===== src/rtl/debug_master_wb_pkg.sv =====
// Shared types for the debug Wishbone initiator.
// FSM state encoding and response status codes.
package debug_master_wb_pkg;

  typedef enum logic [1:0] {
    ST_IDLE,
    ST_REQ,
    ST_WAIT,
    ST_RESP
  } state_e;

  localparam logic [1:0] RSP_OK      = 2'b00;
  localparam logic [1:0] RSP_BUSERR  = 2'b01;
  localparam logic [1:0] RSP_TIMEOUT = 2'b10;

endpackage


===== src/rtl/debug_master_wb.sv =====
// Debug command to Wishbone B4 pipelined single-beat initiator.
// Ports: cmd_* request in, rsp_* response out, wb_* bus master side.
module debug_master_wb
  import debug_master_wb_pkg::*;
#(
  parameter int TIMEOUT_CYCLES = 255,
  parameter int ADR_W = 32,
  parameter int DAT_W = 32,
  localparam int SEL_W = DAT_W / 8
) (
  input  logic             wb_clk_i,
  input  logic             wb_rst_i,
  input  logic             cmd_valid,
  output logic             cmd_ready,
  input  logic             cmd_we,
  input  logic [ADR_W-1:0] cmd_adr,
  input  logic [DAT_W-1:0] cmd_dat,
  input  logic [SEL_W-1:0] cmd_sel,
  output logic             rsp_valid,
  input  logic             rsp_ready,
  output logic [DAT_W-1:0] rsp_dat,
  output logic [1:0]       rsp_status,
  output logic             wb_cyc_o,
  output logic             wb_stb_o,
  output logic             wb_we_o,
  output logic [ADR_W-1:0] wb_adr_o,
  output logic [DAT_W-1:0] wb_dat_o,
  output logic [SEL_W-1:0] wb_sel_o,
  input  logic             wb_stall_i,
  input  logic             wb_ack_i,
  input  logic [DAT_W-1:0] wb_dat_i,
  input  logic             wb_err_i
);

  localparam int CW =
    (TIMEOUT_CYCLES > 1) ?
    $clog2(TIMEOUT_CYCLES + 1) : 1;
  localparam logic [31:0] TO =
    32'(TIMEOUT_CYCLES);
  localparam logic [CW-1:0] CNT_MAX = '1;

  state_e           state_q;
  logic             rdy_q;
  logic             cyc_q;
  logic             stb_q;
  logic             we_q;
  logic [ADR_W-1:0] adr_q;
  logic [DAT_W-1:0] dat_q;
  logic [SEL_W-1:0] sel_q;
  logic             rv_q;
  logic [DAT_W-1:0] rdat_q;
  logic [1:0]       rst_q;
  logic [CW-1:0]    cnt_q;
  logic [CW-1:0]    cnt_d;
  logic [31:0]      cnt_ext;
  logic             expire;

  assign cnt_d   = (cnt_q == CNT_MAX) ?
                   cnt_q : cnt_q + 1'b1;
  assign cnt_ext = 32'(cnt_q);
  // Expires on the edge where the
  // counter would reach the limit.
  assign expire  = (TO != 32'd0) &&
                   (cnt_ext + 32'd1 >= TO);

  always_ff @(posedge wb_clk_i) begin
    if (wb_rst_i) begin
      state_q <= ST_IDLE;
      rdy_q   <= 1'b0;
      cyc_q   <= 1'b0;
      stb_q   <= 1'b0;
      we_q    <= 1'b0;
      adr_q   <= '0;
      dat_q   <= '0;
      sel_q   <= '0;
      rv_q    <= 1'b0;
      rdat_q  <= '0;
      rst_q   <= RSP_OK;
      cnt_q   <= '0;
    end else begin
      unique case (state_q)
        ST_IDLE: begin
          if (cmd_valid && rdy_q) begin
            we_q    <= cmd_we;
            adr_q   <= cmd_adr;
            dat_q   <= cmd_dat;
            sel_q   <= cmd_sel;
            cyc_q   <= 1'b1;
            stb_q   <= 1'b1;
            cnt_q   <= '0;
            rdy_q   <= 1'b0;
            state_q <= ST_REQ;
          end else begin
            rdy_q   <= 1'b1;
          end
        end
        ST_REQ: begin
          cnt_q <= cnt_d;
          // ack/err here are protocol
          // violations and are ignored.
          if (expire) begin
            cyc_q   <= 1'b0;
            stb_q   <= 1'b0;
            rv_q    <= 1'b1;
            rdat_q  <= '0;
            rst_q   <= RSP_TIMEOUT;
            state_q <= ST_RESP;
          end else if (!wb_stall_i) begin
            stb_q   <= 1'b0;
            state_q <= ST_WAIT;
          end
        end
        ST_WAIT: begin
          cnt_q <= cnt_d;
          if (wb_err_i) begin
            cyc_q   <= 1'b0;
            rv_q    <= 1'b1;
            rdat_q  <= '0;
            rst_q   <= RSP_BUSERR;
            state_q <= ST_RESP;
          end else if (wb_ack_i) begin
            cyc_q   <= 1'b0;
            rv_q    <= 1'b1;
            rdat_q  <= we_q ? '0 : wb_dat_i;
            rst_q   <= RSP_OK;
            state_q <= ST_RESP;
          end else if (expire) begin
            cyc_q   <= 1'b0;
            rv_q    <= 1'b1;
            rdat_q  <= '0;
            rst_q   <= RSP_TIMEOUT;
            state_q <= ST_RESP;
          end
        end
        ST_RESP: begin
          if (rsp_ready) begin
            rv_q    <= 1'b0;
            rdy_q   <= 1'b1;
            state_q <= ST_IDLE;
          end
        end
        default: state_q <= ST_IDLE;
      endcase
    end
  end

  assign cmd_ready  = rdy_q;
  assign rsp_valid  = rv_q;
  assign rsp_dat    = rdat_q;
  assign rsp_status = rst_q;
  assign wb_cyc_o   = cyc_q;
  assign wb_stb_o   = stb_q;
  assign wb_we_o    = we_q;
  assign wb_adr_o   = adr_q;
  assign wb_dat_o   = dat_q;
  assign wb_sel_o   = sel_q;

endmodule


===== config.mk =====
export PLATFORM = sky130hd
export DESIGN_NAME = debug_master_wb
export DESIGN_NICKNAME = d
export VERILOG_FILES = /design/src/rtl/debug_master_wb_pkg.sv /design/src/rtl/debug_master_wb.sv
export SDC_FILE = /design/constraint.sdc
export NUM_CORES = 1
export LEC_CHECK = 0
export CAP_MARGIN = 40
export CORE_AREA = 2 2 113 115
export DETAILED_ROUTE_END_ITERATION = 8
export DIE_AREA = 0 0 115 117
export PLACE_DENSITY = 0.83
export SLEW_MARGIN = 20
export SYNTH_ARGS = -nofsm -noshare
export SYNTH_HDL_FRONTEND = slang
export SYNTH_SLANG_ARGS = --single-unit
export TNS_END_PERCENT = 100

===== constraint.sdc =====
create_clock -name wb_clk_i -period 2.64 [get_ports wb_clk_i]
set_input_delay 0.528 -clock wb_clk_i [delete_from_list [all_inputs] [get_ports wb_clk_i]]
set_output_delay 0.528 -clock wb_clk_i [all_outputs]
set_load 0.05 [all_outputs]

* Word-level counts from Yosys, hierarchy flattened *
Index checks and enable logic that the tools add are counted.

storage, ports and cells
  flip-flop bits (word level) = 117
  latch bits = 0
  memory bits (writable) = 0
  bits in read-only memories = 0
  bits of input ports = 108
  logic and storage cells = 76
  memories kept = 0

operators by class
  add/sub/neg operators = 2
  multiply operators = 0
  divide/modulo/power cells = 0
  order comparisons = 1
  equal/unequal tests = 9
  shift operators = 0
  muxes and demuxes = 36
  bitwise operators = 0
  reduce and logical (&&, ||, !) cells = 16

operators with widths
  cell                                                                number
  two-way mux 32 bit                                                  4
  one-hot mux 32 bit (2 select lines)                                 1
  two-way mux 2 bit                                                   10
  two-way mux 8 bit                                                   2
  one-hot mux 8 bit (2 select lines)                                  1
  two-way mux 1 bit                                                   12
  adder 8 x 1 -> 9 bit (second input constant)                        1
  greater-or-equal comparator 9 x 8 -> 1 bit (second input constant)  1
  adder 8 x 1 -> 8 bit (second input constant)                        1
  equality test 8 bit (second input constant)                         1
  one-hot mux 2 bit (4 select lines)                                  1
  AND reduction 2 bit                                                 4
  nonzero test 2 bit                                                  4
  inequality test 2 bit (second input constant)                       3
  one-hot mux 1 bit (3 select lines)                                  2
  AND reduction 3 bit                                                 2
  nonzero test 3 bit                                                  2
  equality test 2 bit (second input constant)                         2
  inequality test 4 bit (second input constant)                       1
  one-hot mux 1 bit (2 select lines)                                  2
  one-hot mux 2 bit (2 select lines)                                  1
  AND reduction 4 bit                                                 1
  inequality test 3 bit (second input constant)                       1
  equality test 2 x 1 -> 1 bit (second input constant)                1
  other kinds (3)                                                     3

* Depth between registers and ports, before layout *
  depth in word-level cells = 6
  gate-level depth with buffers = 10
  mapped depth without buffers = 7

* Least setup slack after synthesis *
Ideal clock, no wire load.

  path type = reg2reg
  start = register state_q[0]
  end = register cnt_q[0]
  library setup time = 128 ps
  arrival = 1881 ps
  required time = 2512 ps
  path slack = 632 ps
  cell stages (with the launch flop) = 10
  path through = dfxtp_1 > inv_1 > ha_1 > clkbuf_1 > inv_1 > o32ai_2 > buf_2 > nor3_1 > a21oi_1 > nor2_1

on the way
  word-level cells in the longest chain between the ends = 4
  elaborated cells on any way between the ends = 9
  classes of those cells = 4 x eq/ne; 1 x mux; 4 x reduce/logical

RTL lines
  what                                                                   RTL line                RTL
  from (decl)                                                            debug_master_wb.sv:42   state_e state_q;
  from (signal assigned)                                                 debug_master_wb.sv:68   state_q <= ST_IDLE;
  from (signal assigned)                                                 debug_master_wb.sv:92   state_q <= ST_REQ;
  from (signal assigned)                                                 debug_master_wb.sv:107  state_q <= ST_RESP;
  equality test 2 bit or equality test 2 x 1 -> 1 bit (tied branches)    debug_master_wb.sv:81   unique case (state_q)
  OR reduction 2 bit (no line)                                           n/a
  inequality test 2 bit (no line) or nonzero test 2 bit (tied branches)  n/a
  AND reduction 3 bit (no line)                                          n/a
  to (signal assigned)                                                   debug_master_wb.sv:98   cnt_q <= cnt_d;
  to (signal assigned)                                                   debug_master_wb.sv:114  cnt_q <= cnt_d;
  to (decl)                                                              debug_master_wb.sv:53   logic [CW-1:0] cnt_q;

Parallel ways exist; a longest one is shown, timed or not.
A chain may end at the register's enable or synchronous reset.

* Worst setup path after layout *
  start = register state_q[0]
  end = register rdat_q[2] (netlist: rsp_dat[2])

on the way
  word-level cells in the longest chain between the ends = 2
  elaborated cells on any way between the ends = 4
  classes of those cells = 2 x eq/ne; 1 x mux; 1 x reduce/logical

RTL lines
  what                                                                       RTL line                RTL
  equality test 2 bit or equality test 2 x 1 -> 1 bit (tied branches)        debug_master_wb.sv:81
  one-hot mux 32 bit (2 select lines) or nonzero test 2 bit (tied branches)  n/a
  to (signal assigned)                                                       debug_master_wb.sv:124  rdat_q <= we_q ? '0 : wb_dat_i;
  to (decl)                                                                  debug_master_wb.sv:51   logic [DAT_W-1:0] rdat_q;

Parallel ways exist; a longest one is shown, timed or not.

==> impl_metrics.tcl <==
set metrics [dict create \
    status "finished clean" \
    syn_area_sq_um 5180 \
    max_slew_margin 0.534 \
    cp_cell_sequence "inv_1 -> ha_1 -> buf_4 -> buf_4 -> nand2b_1 -> nor4_2 -> buf_4 -> a21oi_1 -> o41ai_2" \
    nFillCells 1020 \
    crit_slowest_cell "buf_4" \
    areaGrowthSynthToFinish_pct 56.3 \
    place_area_sq_um 7460 \
    worst_ep_arrival_time_ns 2.66 \
    overflow 0 \
    antenna_cells 0 \
    crit_top_cell "buf_4" \
    slew_violations 0 \
    wirelength_mm 14.6 \
    clock_latency_ns 0.41 \
    grt_pass1_wl_mm 22.5 \
    via_per_inst 5.18 \
    gp_congestion 0.831 \
    first_iter_violations 373 \
    drt_pass1_iterations 5 \
    critPathMaxFanout 32 \
    synth_fp_nets 744 \
    syn_avg_cell_area_sq_um 8.23 \
    crit_path_max_incr_delay_ns 0.37 \
    synth_top_flop_cell "dfxtp_1" \
    numCtsBuffers 17 \
    crit_path_end_kind "flip-flop" \
    power_leakage_nw 2.92 \
    nNetsFinal 940 \
    crit_buf_inv 4 \
    fin_tns_setup_ns 0 \
    yosysWarningCount 0 \
    vias 5121 \
    setup_viol 0 \
    cts_resized 0 \
    cts_buffer_depth 2 \
    min_path_type "reg2reg" \
    seq_area_frac_synth 0.452 \
    layout_commonest_cell "clkdlybuf4s50_1" \
    required_ns 2.94 \
    cts.clk_slew.worst_paths_ns 0.05 \
    cts_sinks 117 \
    fin_skew_ns 0.00812 \
    root_buffer "clkbuf_16" \
    period_minus_slack_ns 2.37 \
    fmax_ghz 0.423 \
    synth.distinct_cells 49 \
    synth.top_cell.area_share 0.452 \
    rows 41 \
    ant_nets 0 \
    dieArea_sq_um 13500 \
    cp_top_family "buffers and inverters" \
    antenna_found_initial 0 \
    avgRoutedWirePerCell_microns 14.7 \
    grt_pass1_vias 4645 \
    io-pin-count 215 \
    cts_tree "built" \
    final_area_sq_um 8100 \
    ys_ff_latch 117 \
    die_h_microns 117 \
    max-cap-violations 0 \
    ctsHoldBuffers 0 \
    min_period_over_period 0.896 \
    synth_cells 630 \
    synthTopCellsByArea "dfxtp_1 (45%), nand2_1 (11%), a21oi_1 (11%)" \
    hold_violations 0 \
    synth.largest_area_cell "dfxtp_1" \
    async_reset_ff_frac 0 \
    startpoint_type "flip-flop" \
    post_cts_buffers 0 \
    peakVddDrop_mv 0.519 \
    start_util 0.421 \
    tightest_slew_ns 0.699 \
    dp.final_hpwl_mm 9.60 \
    core-area_sq_um 12300 \
    crit_type "reg2reg" \
    grt_use_total 0.210 \
    grt_max_degree 70 \
    drive_gt1_frac 0.101 \
    drc_errors 0 \
    mostFrequentLayoutCells "clkdlybuf4s50_1 (213), nand2_1 (151), dfxtp_1 (117)" \
    h-tree-depth 4 \
    die_w_microns 115 \
    synth-edff-count 0 \
    power.density_nw_per_um2 870 \
    port_buffers 214 \
    rsz0062_at_grt "no" \
]
-- cell type report --
class	instances	area [sq um]	area share
Clock buffer	22	474	0.0585
Clock inverter	10	170	0.0210
Inverter	37	139	0.0171
Multi-Input combinational cell	424	2490	0.307
Sequential cell	117	2340	0.289
Tap cell	150	188	0.0232
Timing Repair Buffer	229	2300	0.284
-- routing by layer --
layer  wire (microns)  GRT usage  part of all wire
met1             6070      0.257              0.42
met2             7040      0.332              0.48
met3              961     0.0649             0.066
met4              496      0.116             0.034
met5                0          0                 0
-- cell usage after synthesis, types with 2 or more instances --
master and count:
dfxtp_1 117, a21oi_1 113, nand2b_1 3, nand3_1 4, nand2_1 151, o21ai_0 3, nor2_1 14, or3_1 3
nand4b_1 3, and3_1 2, and2_1 5, o211ai_1 3, nor3_1 39, a31oi_1 2, clkbuf_1 41, o21bai_1 2
nor2b_1 5, o22ai_1 2, buf_2 5, o41ai_1 2, nor4_1 3, inv_1 37, o21ai_1 7, o41ai_2 30
ha_1 6, buf_6 4, o21a_1 2
-- power breakdown --
part           total, W  switching, W  internal [W]  leakage [nW]
Clock           0.00248      0.000818       0.00166         0.307
Sequential      0.00213      0.000133       0.00199         0.949
Combinational   0.00244       0.00160      0.000842          1.66
Total           0.00705       0.00255       0.00450          2.92
-- logic make-up after synthesis --
kind of cell	after synthesis	synth area share
buffers and inverters	89	0.0722
muxes	1	0.00193
and+or+nand+nor	241	0.209
adders and majority gates	6	0.0145
DFF	117	0.452
AOI/OAI and AO/OA	176	0.251
-- worst paths after layout --
path,from,end,slack [ns],cells after the start
setup / recovery,state_q[0]$_SDFFE_PP0P_,rsp_dat[2]$_SDFFE_PP0N_,0.27,9
hold / removal,wb_sel_o[2]$_SDFFE_PP0P_,wb_sel_o[2]$_SDFFE_PP0P_,0.45,2
hold reg to reg,wb_sel_o[2]$_SDFFE_PP0P_,wb_sel_o[2]$_SDFFE_PP0P_,0.45,2
setup reg to reg,state_q[0]$_SDFFE_PP0P_,rsp_dat[2]$_SDFFE_PP0N_,0.27,9
-- registers in the layout (all words and copies together), names as in the netlist --
| register | cells |
|---|---|
| rsp_dat | 32 |
| wb_stb_o | 1 |
| wb_cyc_o | 1 |
| state_q | 2 |
| cnt_q | 8 |
| rsp_valid | 1 |
| cmd_ready | 1 |
| wb_adr_o | 32 |
| wb_dat_o | 32 |
| wb_we_o | 1 |
| wb_sel_o | 4 |
| rsp_status | 2 |
-- stage by stage --
stage / utilization / hold WS (ns) / setup WS (ns) / cells / power, W
finish: 0.658 / 0.450 / 0.274 / 989 / 0.00705
global route: 0.658 / 0.467 / 0.112 / 989 / 0.00736
CTS: 0.658 / 0.453 / 0.265 / 989 / 0.00709
detailed placement: 0.606 / 0.446 / 0.353 / 957 / 0.00460
global placement: 0.605 / 0.441 / 0.369 / 956 / 0.00456
floorplan: - / 0.471 / 0.632 / 630 / 0.00374
-- tightest hold or removal path: stages (launching register included) --
cell and delay, ns:
dfxtp_1 0.30, nand2_1 0.05, a21oi_1 0.05
Power figures use the tool's default switching activity.
